--- src/rtl/tx_gen_pkg.sv ---
// Shared types and field layout for the TX test-frame generator and the RX detector.
package tx_gen_pkg;

    typedef enum logic [2:0] {
        StIdle,
        StFrame,
        StGap,
        StSkip,
        StDone
    } tx_state_e;

    // Default payload offsets of the stamping fields; the RX detector uses the same values.
    localparam int unsigned AUX_POS_DEF = 0;
    localparam int unsigned SEG_POS_DEF = 1;

    // Payload byte at index idx: aux byte, big-endian segment number, else idx ^ aux.
    function automatic logic [7:0] frame_byte(
        input logic [15:0] idx,
        input logic [7:0]  aux_val,
        input logic [15:0] seg_val,
        input logic [15:0] aux_pos,
        input logic [15:0] seg_pos
    );
        logic [7:0] b;
        if (idx == aux_pos) begin
            b = aux_val;
        end else if (idx == seg_pos) begin
            b = seg_val[15:8];
        end else if (idx == seg_pos + 16'd1) begin
            b = seg_val[7:0];
        end else begin
            b = idx[7:0] ^ aux_val;
        end
        return b;
    endfunction

endpackage

--- src/rtl/aux_seg_counter.sv ---
// Aux/segment sequence counter: seg counts 0..segment_number_max-1, aux steps on each seg wrap.
// A segment_number_max of 0 behaves like 1 (every advance steps aux).
module aux_seg_counter
    import tx_gen_pkg::*;
(
    input  logic        clk,
    input  logic        rst,
    input  logic        clear,
    input  logic        advance,
    input  logic [15:0] segment_number_max,
    output logic [7:0]  aux,
    output logic [15:0] seg
);

    logic [7:0]  aux_q;
    logic [15:0] seg_q;
    logic        seg_wrap;

    assign seg_wrap = (segment_number_max <= 16'd1) || (seg_q == segment_number_max - 16'd1);

    // Sequence register: clear wins over advance; aux wraps naturally modulo 256.
    always_ff @(posedge clk) begin
        if (rst || clear) begin
            aux_q <= 8'd0;
            seg_q <= 16'd0;
        end else if (advance) begin
            if (seg_wrap) begin
                seg_q <= 16'd0;
                aux_q <= aux_q + 8'd1;
            end else begin
                seg_q <= seg_q + 16'd1;
            end
        end
    end

    assign aux = aux_q;
    assign seg = seg_q;

endmodule

--- src/rtl/tx_seq_frame_gen.sv ---
// Test-frame transmitter: fixed-length payload frames stamped with aux/segment numbers,
// separated by IFG idle cycles. Optional frame-loss injection under TX_DROP_INJECT_EN.
module tx_seq_frame_gen
    import tx_gen_pkg::*;
#(
    parameter int unsigned AUX_POS   = AUX_POS_DEF,
    parameter int unsigned SEG_POS   = SEG_POS_DEF,
    parameter int unsigned FRAME_LEN = 64,
    parameter int unsigned IFG       = 12
) (
    input  logic        clk,
    input  logic        rst,
    input  logic        start,
    input  logic [15:0] segment_number_max,
    input  logic [31:0] frame_total,
    input  logic        tx_ready,
`ifdef TX_DROP_INJECT_EN
    input  logic [15:0] drop_period,
    output logic [31:0] dropped_count,
`endif
    output logic        tx_en,
    output logic [7:0]  tx_data,
    output logic [7:0]  aux,
    output logic [15:0] seg,
    output logic [31:0] sent_count,
    output logic        busy,
    output logic        done
);

    localparam logic [15:0] LastIdx = 16'(FRAME_LEN - 1);
    localparam logic [15:0] GapLast = 16'(IFG - 1);
    localparam logic [15:0] AuxPos  = 16'(AUX_POS);
    localparam logic [15:0] SegPos  = 16'(SEG_POS);

    tx_state_e   state_q, state_d;
    logic [15:0] byte_idx_q, byte_idx_d;
    logic [15:0] gap_cnt_q, gap_cnt_d;
    logic [15:0] seg_max_q, seg_max_d;
    logic [31:0] frame_total_q, frame_total_d;
    logic [31:0] frames_issued_q, frames_issued_d;
    logic [31:0] sent_q, sent_d;
    logic        tx_en_q, tx_en_d;
    logic [7:0]  tx_data_q, tx_data_d;
    logic        busy_q, busy_d;
    logic        done_q, done_d;
    logic        seq_clear, seq_advance;
    logic        skip_first, skip_next;
    logic        last_issue;

    assign last_issue = (frames_issued_q + 32'd1) == frame_total_q;

`ifdef TX_DROP_INJECT_EN
    logic [15:0] drop_period_q, drop_period_d;
    logic [15:0] drop_ctr_q, drop_ctr_d, drop_ctr_inc;
    logic [31:0] dropped_q, dropped_d;

    // drop_ctr_q tracks frame index modulo drop_period; frame k drops when (k+1) % period == 0.
    assign drop_ctr_inc  = (drop_ctr_q == drop_period_q - 16'd1) ? 16'd0 : drop_ctr_q + 16'd1;
    assign skip_first    = (drop_period == 16'd1);
    assign skip_next     = (drop_period_q != 16'd0) && (drop_ctr_q == drop_period_q - 16'd1);
    assign dropped_count = dropped_q;
`else
    assign skip_first = 1'b0;
    assign skip_next  = 1'b0;
`endif

    aux_seg_counter u_seq (
        .clk                (clk),
        .rst                (rst),
        .clear              (seq_clear),
        .advance            (seq_advance),
        .segment_number_max (seg_max_q),
        .aux                (aux),
        .seg                (seg)
    );

    // Next-state and registered-output logic for the frame sequencer.
    always_comb begin
        state_d         = state_q;
        byte_idx_d      = byte_idx_q;
        gap_cnt_d       = gap_cnt_q;
        seg_max_d       = seg_max_q;
        frame_total_d   = frame_total_q;
        frames_issued_d = frames_issued_q;
        sent_d          = sent_q;
        tx_en_d         = tx_en_q;
        tx_data_d       = tx_data_q;
        busy_d          = busy_q;
        done_d          = 1'b0;
        seq_clear       = 1'b0;
        seq_advance     = 1'b0;
`ifdef TX_DROP_INJECT_EN
        drop_period_d   = drop_period_q;
        drop_ctr_d      = drop_ctr_q;
        dropped_d       = dropped_q;
`endif
        unique case (state_q)
            StIdle: begin
                if (start) begin
                    seg_max_d       = segment_number_max;
                    frame_total_d   = frame_total;
                    frames_issued_d = 32'd0;
                    sent_d          = 32'd0;
                    byte_idx_d      = 16'd0;
                    seq_clear       = 1'b1;
`ifdef TX_DROP_INJECT_EN
                    drop_period_d   = drop_period;
                    drop_ctr_d      = 16'd0;
                    dropped_d       = 32'd0;
`endif
                    if (frame_total == 32'd0) begin
                        state_d = StDone;
                        done_d  = 1'b1;
                    end else if (skip_first) begin
                        state_d = StSkip;
                        busy_d  = 1'b1;
                    end else begin
                        state_d   = StFrame;
                        busy_d    = 1'b1;
                        tx_en_d   = 1'b1;
                        // aux/seg are being cleared this cycle, so stamp with zeros.
                        tx_data_d = frame_byte(16'd0, 8'd0, 16'd0, AuxPos, SegPos);
                    end
                end
            end
            StFrame: begin
                if (tx_ready) begin
                    if (byte_idx_q == LastIdx) begin
                        byte_idx_d      = 16'd0;
                        sent_d          = sent_q + 32'd1;
                        frames_issued_d = frames_issued_q + 32'd1;
                        seq_advance     = 1'b1;
                        tx_en_d         = 1'b0;
`ifdef TX_DROP_INJECT_EN
                        drop_ctr_d      = drop_ctr_inc;
`endif
                        if (last_issue) begin
                            state_d = StDone;
                            done_d  = 1'b1;
                            busy_d  = 1'b0;
                        end else begin
                            state_d   = StGap;
                            gap_cnt_d = 16'd0;
                        end
                    end else begin
                        byte_idx_d = byte_idx_q + 16'd1;
                        tx_data_d  = frame_byte(byte_idx_q + 16'd1, aux, seg, AuxPos, SegPos);
                    end
                end
            end
            StGap: begin
                if (gap_cnt_q == GapLast) begin
                    if (skip_next) begin
                        state_d = StSkip;
                    end else begin
                        state_d   = StFrame;
                        tx_en_d   = 1'b1;
                        tx_data_d = frame_byte(16'd0, aux, seg, AuxPos, SegPos);
                    end
                end else begin
                    gap_cnt_d = gap_cnt_q + 16'd1;
                end
            end
`ifdef TX_DROP_INJECT_EN
            StSkip: begin
                // Dropped frame consumes its sequence number without being sent.
                seq_advance     = 1'b1;
                frames_issued_d = frames_issued_q + 32'd1;
                dropped_d       = dropped_q + 32'd1;
                drop_ctr_d      = drop_ctr_inc;
                if (last_issue) begin
                    state_d = StDone;
                    done_d  = 1'b1;
                    busy_d  = 1'b0;
                end else begin
                    state_d   = StGap;
                    gap_cnt_d = 16'd0;
                end
            end
`endif
            StDone: begin
                state_d = StIdle;
            end
            default: begin
                state_d = StIdle;
            end
        endcase
    end

    // State and output registers with synchronous reset.
    always_ff @(posedge clk) begin
        if (rst) begin
            state_q         <= StIdle;
            byte_idx_q      <= 16'd0;
            gap_cnt_q       <= 16'd0;
            seg_max_q       <= 16'd0;
            frame_total_q   <= 32'd0;
            frames_issued_q <= 32'd0;
            sent_q          <= 32'd0;
            tx_en_q         <= 1'b0;
            tx_data_q       <= 8'd0;
            busy_q          <= 1'b0;
            done_q          <= 1'b0;
`ifdef TX_DROP_INJECT_EN
            drop_period_q   <= 16'd0;
            drop_ctr_q      <= 16'd0;
            dropped_q       <= 32'd0;
`endif
        end else begin
            state_q         <= state_d;
            byte_idx_q      <= byte_idx_d;
            gap_cnt_q       <= gap_cnt_d;
            seg_max_q       <= seg_max_d;
            frame_total_q   <= frame_total_d;
            frames_issued_q <= frames_issued_d;
            sent_q          <= sent_d;
            tx_en_q         <= tx_en_d;
            tx_data_q       <= tx_data_d;
            busy_q          <= busy_d;
            done_q          <= done_d;
`ifdef TX_DROP_INJECT_EN
            drop_period_q   <= drop_period_d;
            drop_ctr_q      <= drop_ctr_d;
            dropped_q       <= dropped_d;
`endif
        end
    end

    assign tx_en      = tx_en_q;
    assign tx_data    = tx_data_q;
    assign sent_count = sent_q;
    assign busy       = busy_q;
    assign done       = done_q;

endmodule

--- config.mk ---
export PLATFORM = sky130hd
export DESIGN_NAME = tx_seq_frame_gen
export DESIGN_NICKNAME = d
export VERILOG_FILES = /design/src/rtl/tx_gen_pkg.sv /design/src/rtl/aux_seg_counter.sv /design/src/rtl/tx_seq_frame_gen.sv
export SDC_FILE = /design/constraint.sdc
export NUM_CORES = 1
export LEC_CHECK = 0
export ABC_AREA = 1
export ABC_CLOCK_PERIOD_IN_PS = 3900
export CAP_MARGIN = 15
export CORE_MARGIN = 2
export CORE_UTILIZATION = 27
export DETAILED_ROUTE_END_ITERATION = 12
export PLACE_DENSITY_LB_ADDON = 0.15
export SLEW_MARGIN = 40
export SYNTH_ARGS = -nofsm -noshare
export SYNTH_HDL_FRONTEND = slang
export SYNTH_SLANG_ARGS = --single-unit
--- constraint.sdc ---
create_clock -name clk -period 3.9 [get_ports clk]
set_input_delay 1.17 -clock clk [delete_from_list [all_inputs] [get_ports clk]]
set_output_delay 1.17 -clock clk [all_outputs]
set_load 0.005 [all_outputs]
# After elaboration in Yosys (flattened, before gate mapping)
# Cells that the tools add are included.
totals:
  reg_bits: 182
op_classes:
  addsub: 7
  n_lt_le_gt_ge: 1
  eq_ne: 17
  muxes: 54
  n_bitwise: 1
  reduce_logical: 17
ops:
  columns: ["operator", "count"]
  rows:
  - ["32-bit two-way mux", 5]
  - ["16-bit two-way mux", 8]
  - ["32-bit one-hot mux with 2 select lines", 2]
  - ["32-bit by 1-bit adder with 32-bit output, second input constant", 2]
  - ["8-bit two-way mux", 8]
  - ["16-bit one-hot mux with 2 select lines", 2]
  - ["16-bit by 1-bit adder with 16-bit output, second input constant", 3]
  - ["32-bit equality test", 1]
  - ["32-bit logical NOT", 1]
  - ["8-bit one-hot mux with 3 select lines", 1]
  - ["1-bit two-way mux", 18]
  - ["3-bit two-way mux", 6]
  - ["2-bit inequality test, second input constant", 9]
  - ["6-bit AND reduction", 3]
  - ["16-bit by 1-bit equality test with 1-bit output, second input constant", 1]
  - ["16-bit equality test", 1]
  - ["16-bit by 2-bit equality test with 1-bit output, second input constant", 1]
  - ["16-bit by 4-bit equality test with 1-bit output, second input constant", 1]
  - ["16-bit by 6-bit equality test with 1-bit output, second input constant", 1]
  - ["16-bit by 1-bit <= comparator with 1-bit output, second input constant", 1]
  - ["16-bit logical NOT", 1]
  - ["16-bit by 1-bit subtractor with 16-bit output, second input constant", 1]
  - ["3-bit one-hot mux with 3 select lines", 1]
  - ["8-bit by 1-bit adder with 8-bit output, second input constant", 1]
  - ["other kinds (13)", 18]

# Logic depth before layout (Yosys ltp)
# Gate-level depths: netlist of run 1.
depth:
  depth_word: 8
  mapped_depth: 20
  mapped_depth_nobuf: 19

# Hierarchy
# From an unflattened synthesis of run 1, not the netlist that was laid out.
hier_totals:
  cells_unflattened: 1915
  area_unflattened_um2: 11833.8
modules_own_cells:
  columns: ["module", "instances", "cells_each", "area_per_inst_um2"]
  rows:
  - ["tx_seq_frame_gen", 1, 1598, 9808.2]
  - ["aux_seg_counter", 1, 317, 2025.7]

# Worst setup path after synthesis of run 1
# No wires, ideal clock.
synth_timing:
  path_kind: "input to register"
  startpoint: "input tx_ready"
  endpoint: "register sent_q[11], in the netlist sent_count[11]"
  setup_ns: 0.120
  arrival_ns: 2.446
  required_time_ns: 3.780
  setup_slack_ns: 1.334
  cell_stages: 14
  path_buffers: 1
  path_cell_list: "inv_1 -> nor2_1 -> inv_1 -> nand2_1 -> nand2_1 -> inv_1 -> buf_2 -> nand3_1 -> nor2_1 -> nand2_1 -> nor2_1 -> nand2_1 -> o21ai_0 -> a21oi_1"
synth_between:
  elab_chain_cells: 2
synth_lines:
  columns: ["item", "line", "source"]
  rows:
  - ["from (decl)", "tx_seq_frame_gen.sv:16", "input logic tx_ready,"]
  - ["2-bit inequality test (no source line)", null, null]
  - ["4-bit AND reduction (no source line)", null, null]
  - ["to (signal assigned)", "tx_seq_frame_gen.sv:216", "sent_q <= sent_d;"]
  - ["to (decl)", "tx_seq_frame_gen.sv:41", "logic [31:0] sent_q, sent_d;"]
# Every way passes these cells.
# A chain may end at the register's enable or synchronous reset.

# Worst setup path in the final report of run 1
layout_timing:
  startpoint: "register frames_issued_q[0]"
  endpoint: "register gap_cnt_q[15]"
layout_between:
  elab_chain_cells: 4
layout_lines:
  columns: ["item", "line", "source"]
  rows:
  - ["from (decl)", "tx_seq_frame_gen.sv:40", "logic [31:0] frames_issued_q, frames_issued_d;"]
  - ["from (signal assigned)", "tx_seq_frame_gen.sv:215", "frames_issued_q <= frames_issued_d;"]
  - ["32-bit by 1-bit adder with 32-bit output", "tx_seq_frame_gen.sv:50", "assign last_issue = (frames_issued_q + 32'd1) == frame_total_q;"]
  - ["32-bit equality test", "tx_seq_frame_gen.sv:50", null]
  - ["2-bit inequality test (no source line)", null, null]
  - ["5-bit AND reduction (no source line)", null, null]
  - ["to (signal assigned)", "tx_seq_frame_gen.sv:212", "gap_cnt_q <= gap_cnt_d;"]
  - ["to (decl)", "tx_seq_frame_gen.sv:37", "logic [15:0] gap_cnt_q, gap_cnt_d;"]
# Every way passes these cells.

==> metrics.md, run 1 <==
| Metric | Value |
|---|---|
| Status | finished, final reports clean |
| Layout overhead on the synthesized area | 21.10% |
| Post-synthesis register bit count | 182 |
| Yosys warnings | 0 |
| Arr. time, crit path | 3570 ps |
| Reg clk slew, reported paths | 70 ps |
| DRC | 0 |
| Compound-cell area share of the yosys netlist | 11.37% |
| CP Capture Type | flop |
| Worst setup endpoint | gap_cnt_q[15] |
| Sequential fraction of the synthesis area | 31.30% |
| Clk root buf | clkbuf_16 |
| Vias in the first global route | 11800 |
| Area of the multi-input gates | 0.006979 mm² |
| Ys flop type | dfxtp_1 |
| Antenna Cells | 0 |
| CTS tree | yes |
| List of most frequent post-synthesis cells | nand2_1 (500), nor2_1 (209), inv_1 (196) |
| Num CTS Buffers | 17 |
| Hold Path Class | flop to flop |
| CP max FO | 17 |
| Clock Skew | 13.53 ps |
| DP Cell Count | 2501 |
| GP Congestion | 0.9019 |
| R2R Path Start | frames_issued_q[0] |
| DR WL/cell | 16.12 µm |
| VDD IR max | 0.3363 mV |
| Critical Path RT | 4320 ps |
| Core area | 0.04279 mm² |
| Max-cap violation count | 0 |
| Synth Area in Simple Gates | 41.16% |
| Synth Area in Adders | 1.182% |
| Post-Syn Area per Cell | 6.225 µm² |
| Critical Path Max Stage Delay | 550 ps |
| Vias | 12230 |
| Mapped Nets | 1933 |
| Die width | 211.6 µm |
| Finished Layout Cells | 2533 |
| Post-CTS sizing | 0 |
| Max clock buf depth | 2 |
| Worst Max-Slew Pin Slew | 715.3 ps |
| CP max stage cell | dfxtp_1 |
| Sequential standard cell area | 0.003643 mm² |
| Hold WS | 471.0 ps |
| Multiplexer share of the synthesized area | 0% |
| Leak pwr | 5.292 nW |
| Flop2flop setup slack | 750 ps |
| H-tree levels | 4 |
| Unrepaired setup endpoints after global routing | false |
| DP HPWL | 30850 µm |
| Largest net degree at the start of global routing | 78 |
| DRT Pass-1 Iters | 5 |
| Total gr overflow | 0 |
| Hold-fix buffers at CTS | 0 |
| Clk sinks | 182 |
| Final setup fails | 0 |
| Ports | 119 |
| Reg2Reg Depth | 17 |
| Startpoint Class | flop |
| Initial drt markers | 881 |
| CP most frequent cell | nand2_1 |
| P per Cell Area | 497.3 mW/mm² |
| First-pass GRT wire length | 65270 µm |
| Final Hold Vio Count | 0 |
| Share of layout cells above drive strength 1 | 5.838% |
| Rel. slew slack | 51.87% |
| Unique cell type count in the Yosys netlist | 46 |
| GRT Util Overall | 18.83% |
| Worst skew pair latency | 490 ps |
| Critical R2R Capture | gap_cnt_q[15] |
| Fin crit period | 3147 ps |
| Post-synth top area share | 31.30% |
| Yosys top cell by area | dfxtp_1 |
| Synth area leaders | dfxtp_1 (31%), nand2_1 (16%), nand3_1 (7.8%) |
| TNS Setup | 0 ps |
| Post-CTS setup buffers | 0 |
| Fmax | 0.3178 GHz |
| Starting Density | 27.20% |
| Core Rows | 76 |
| GR peak layer | met2 |
| Worst Setup SP | frames_issued_q[0] |
| Count leader, synth | nand2_1 |
| Fill count | 4732 |
| Final ANT Viol Nets | 0 |
| Grt met3 use | 3.442% |
| Largest family of logic cells by synthesized area | simple AND/OR/NAND/NOR gates |
| Slew Limit Fails | 0 |
| Cell count after synthesis | 1870 |
| Input/output buffers | 118 |
| GRT met1 Usage | 23.66% |
| Tcrit/Tclk final | 80.68% |
| Via density | 4.829 |
| Mapped Area | 0.01164 mm² |
| Die footprint | 0.04479 mm² |
| Die height | 211.6 µm |
| CP Cell Sequence | ha_1, nand2_2, nor2_8, nand2_2, nor2_1, nand3_1, nand3_1, nand2_1, inv_1, nand2_1, nor2_1, nand2_1, nor2_2, nand4_4, nand3_1, nand2_1, nor2_1 |
| Fin nets | 2037 |
| Worst Path Class, Setup | flop to flop |
| Ys async rst share | 0% |
| Post-synth EDFFs | 0 |
| Met2 usage | 32.29% |
| Final WL | 40830 µm |
| Initial antenna violation count | 0 |
| Fraction of synthesized cell area in xor and xnor cells | 6.138% |
power by group:
group | internal (mW) | switching [mW]
registers | 2.14 | 0.234
logic | 0.903 | 1.83
clock network | 1.08 | 0.823
per-stage QoR:
stage | util (%) | cell area [µm²] | setup slack [ps] | power [mW]
after detailed placement | 31.48 | 13470 | 561.7 | 5.169
after global placement | 31.47 | 13470 | 538.2 | 5.151
after CTS | 32.94 | 14100 | 728.3 | 7.118
after global routing | 32.94 | 14100 | 428.9 | 7.558
final | 32.94 | 14100 | 753.3 | 7.010
after floorplan | - | 11640 | 1334 | 4.252
worst max-delay path, delay by kind of cell (launching register included):
family / cells / cell delay [ps]
flops: 1 / 550
simple gates: 15 / 2200
buf+inv: 1 / 70
fa+ha+maj: 1 / 270
cells by family (layout without fill, tap and decap cells):
kind of cell               count (synthesis)  count (layout)
DFF                                      182             182
AOI/OAI and AO/OA                        256             256
adders and majority gates                 11              11
buffers and inverters                    268             385
xor gates and xnor gates                  80              80
and+or+nand+nor                         1073            1073
cell type report:
| class | count | area share, % |
|---|---|---|
| clock inverter | 14 | 1.402 |
| tap | 546 | 4.846 |
| timing repair buffer | 145 | 9.808 |
| clock buffer | 18 | 3.045 |
| inverter | 208 | 5.539 |
| multi-input combinational | 1420 | 49.51 |
| sequential | 182 | 25.85 |
layer usage:
layer	routed length, µm	up-vias	share of wire, %
met5	0	-	0
met4	897	0	2.2
met3	1485	46	3.6
met2	19660	214	48
met1	18790	5668	46
li1	-	6304	-
sequential cells by signal (all words and copies together) (netlist names):
register	flops
frames_issued_q	32
byte_idx_q	16
tx_data	8
sent_count	32
seg_max_q	16
u_seq.seg	16
state_q	3
u_seq.aux	8
done	1
busy	1
tx_en	1
frame_total_q	32
gap_cnt_q	16
how the worst min path moves through the flow:
| stage | end | cells past startpoint | start |
|---|---|---|---|
| global placement | frame_total_q[31] | 2 | frame_total_q[31] |
| detailed placement | frame_total_q[17] | 2 | frame_total_q[17] |
| finish | frame_total_q[7] | 2 | frame_total_q[7] |
| CTS | frame_total_q[31] | 2 | frame_total_q[31] |
| floorplan | frame_total_q[1] | 2 | frame_total_q[1] |
| global route | frame_total_q[9] | 2 | frame_total_q[9] |
layout by cell type, fill, tap and decap left out, drive strengths merged, types with 9 or more instances in the layout:
| master | Yosys | layout |
|---|---|---|
| ha | 11 | 11 |
| nand2 | 510 | 510 |
| nor2 | 226 | 226 |
| nor3 | 53 | 53 |
| o21ai | 83 | 83 |
| clkdlybuf4s50 | 0 | 117 |
| nand4 | 48 | 48 |
| xnor2 | 17 | 17 |
| xor2 | 62 | 62 |
| nand3b | 12 | 12 |
| nor4 | 22 | 22 |
| nand3 | 191 | 191 |
| inv | 204 | 207 |
| clkbuf | 45 | 18 |
| buf | 15 | 28 |
| dfxtp | 182 | 182 |
| a21oi | 159 | 159 |
| clkinv | 4 | 9 |
Note: power is estimated with default switching activity, not from simulation.
==> run 2: changes to the inputs <==
--- a/config.mk
+++ b/config.mk
@@ -6,7 +6,7 @@
 export NUM_CORES = 1
 export LEC_CHECK = 0
 export ABC_AREA = 1
-export ABC_CLOCK_PERIOD_IN_PS = 3900
+export ABC_CLOCK_PERIOD_IN_PS = 3300
 export CAP_MARGIN = 15
 export CORE_MARGIN = 2
 export CORE_UTILIZATION = 27
==> constraint.sdc (replaced) <==
create_clock -name clk -period 3.3 [get_ports clk]
set_input_delay 0.99 -clock clk [delete_from_list [all_inputs] [get_ports clk]]
set_output_delay 0.99 -clock clk [all_outputs]
set_load 0.005 [all_outputs]
==> metrics.md, run 2 (synthesized netlist as in run 1, its figures left out) <==
| Metric | Value |
|---|---|
| Status | finished, final reports clean |
| Clk root buf | clkbuf_16 |
| Reg clk slew, reported paths | 70 ps (about the same) |
| Share of layout cells above drive strength 1 | 6.360% (+0.52 points) |
| Total gr overflow | 0 (unchanged) |
| P per Cell Area | 585.2 mW/mm² (+18%) |
| Rel. slew slack | 48.02% (-3.9 points) |
| Fill count | 4759 (+0.57%) |
| Initial antenna violation count | 1 (+1) |
| Die footprint | 0.04479 mm² (unchanged) |
| CTS tree | yes |
| Critical Path RT | 3670 ps (-650 ps) |
| Die width | 211.6 µm (unchanged) |
| Worst Path Class, Setup | flop to flop |
| H-tree levels | 4 (unchanged) |
| Vias | 12220 (-0.11%) |
| Hold Path Class | flop to flop |
| Clk sinks | 182 (unchanged) |
| Most frequent cells in the layout | nand2_1 (498), nor2_1 (208), inv_1 (195) |
| Worst Max-Slew Pin Slew | 772.6 ps (+57.27 ps) |
| DRC | 0 (unchanged) |
| Worst skew pair latency | 490 ps (about the same) |
| Leak pwr | 5.347 nW (+1.0%) |
| Fin nets | 2047 (+0.49%) |
| First-pass GRT wire length | 64380 µm (-1.4%) |
| Post-CTS sizing | 0 (unchanged) |
| Max clock buf depth | 2 (unchanged) |
| Initial drt markers | 751 (-15%) |
| Fin crit period | 2976 ps (-170.9 ps) |
| TNS Setup | 0 ps (unchanged) |
| Via density | 4.805 (-0.51%) |
| VDD IR max | 0.4098 mV (+22%) |
| Core area | 0.04279 mm² (unchanged) |
| Layout overhead on the synthesized area | 22.04% |
| Unrepaired setup endpoints after global routing | false |
| Clock Skew | 14.24 ps (+0.7161 ps) |
| Die height | 211.6 µm (unchanged) |
| Core Rows | 76 (unchanged) |
| Max-cap violation count | 0 (unchanged) |
| Ports | 119 (unchanged) |
| Num CTS Buffers | 17 (unchanged) |
| Most common cell after layout, fill and taps aside | nand2_1 |
| Arr. time, crit path | 3350 ps (-220 ps) |
| DRT Pass-1 Iters | 5 (unchanged) |
| Tcrit/Tclk final | 90.17% (+9.5 points) |
| Reg2Reg Depth | 16 (-1) |
| DR WL/cell | 16.11 µm (about the same) |
| DP Cell Count | 2510 (+0.36%) |
| DP HPWL | 31050 µm (+0.65%) |
| Final WL | 40980 µm (+0.35%) |
| Final setup fails | 0 (unchanged) |
| Fmax | 0.3360 GHz (+5.7%) |
| Largest net degree at the start of global routing | 90 (+15%) |
| Final Hold Vio Count | 0 (unchanged) |
| Finished Layout Cells | 2543 (+0.39%) |
| Starting Density | 27.20% (unchanged) |
| Antenna Cells | 0 (unchanged) |
| Input/output buffers | 118 (unchanged) |
| GP Congestion | 0.8828 (-2.1%) |
| CP Capture Type | flop |
| Startpoint Class | flop |
| GRT Util Overall | 18.68% (-0.16 points) |
| Final ANT Viol Nets | 0 (unchanged) |
| Hold Crit Depth | 2 (unchanged) |
| CP max FO | 16 (-1) |
| Slew Limit Fails | 0 (unchanged) |
| Vias in the first global route | 11750 (-0.49%) |
[run 2: cell count changes in the layout (fill, tap and decap cells not counted)]
| cell | change |
|---|---|
| clkbuf_1 | -1 |
| buf_12 | +2 |
| bufinv_16 | -1 |
| inv_6 | -2 |
| clkinvlp_4 | +3 |
| clkinv_2 | -1 |
| clkbuf_8 | +5 |
| clkinv_4 | -3 |
| buf_4 | +8 |
[run 2: what timing repair did]
item                       CTS  global route
setup buffers                0             1
setup endpoints to repair    0             1
hold buffers                 0             0
[run 2: report_power, final]
part | switching, mW | leakage [nW] | internal (mW) | total (mW)
clock | 0.951 | 0.297 | 1.29 | 2.24
sequential | 0.272 | 1.48 | 2.53 | 2.81
combinational | 2.18 | 3.57 | 1.09 | 3.26
total | 3.40 | 5.35 | 4.91 | 8.31
[run 2: through the flow]
step	util (%)	hold slack [ps]	setup slack [ps]	area (µm²)	power (mW)
finish	33.20	473.7	324.2	14200	8.312
global route	33.20	499.0	36.43	14200	8.955
CTS	33.15	473.2	301.1	14180	8.446
detailed placement	31.66	462.8	183.0	13550	6.152
global placement	31.66	458.8	133.2	13550	6.112
floorplan	-	443.7	905.9	11640	5.025
[run 2: layout make-up]
cell class | instances | area (µm²) | share of cell area [%]
Multi-Input combinational cell | 1420 | 6979 | 49.13
Sequential cell | 182 | 3643 | 25.65
Timing Repair Buffer | 155 | 1483 | 10.44
Inverter | 208 | 780.7 | 5.496
Tap cell | 546 | 683.2 | 4.809
Clock buffer | 22 | 494.2 | 3.479
Clock inverter | 10 | 141.4 | 0.9953
[run 2: critical path, cell delays in order (launching register included)]
cell and delay [ps]:
dfxtp_1 390, ha_1 230, nand2_2 130, nor2_8 240, nand2_2 140, nor2_1 200, nand3_1 100, nand3_1 160
nand2_1 130, nor2_1 120, nand2_1 60, nor2_1 230, nand3_1 170, nand3_1 130, nand2_2 220, nor2_1 150
nor2_1 60
[run 2: routing by layer]
layer | wire length [µm] | part of all wire (%) | GRT usage (%) | vias up
met3 | 1311 | 3.2 | 3.382 | 55
met4 | 1015 | 2.5 | 7.139 | 2
li1 | - | - | - | 6337
met5 | 13 | 0.032 | 0 | -
met1 | 18990 | 46 | 23.68 | 5649
met2 | 19650 | 48 | 31.45 | 175
[run 2: final timing paths]
path                           start                end  slack (ps)
setup / recovery  frames_issued_q[1]      gap_cnt_q[11]         320
hold reg to reg    frame_total_q[31]  frame_total_q[31]         470
setup reg to reg  frames_issued_q[1]      gap_cnt_q[11]         320
hold / removal     frame_total_q[31]  frame_total_q[31]         470
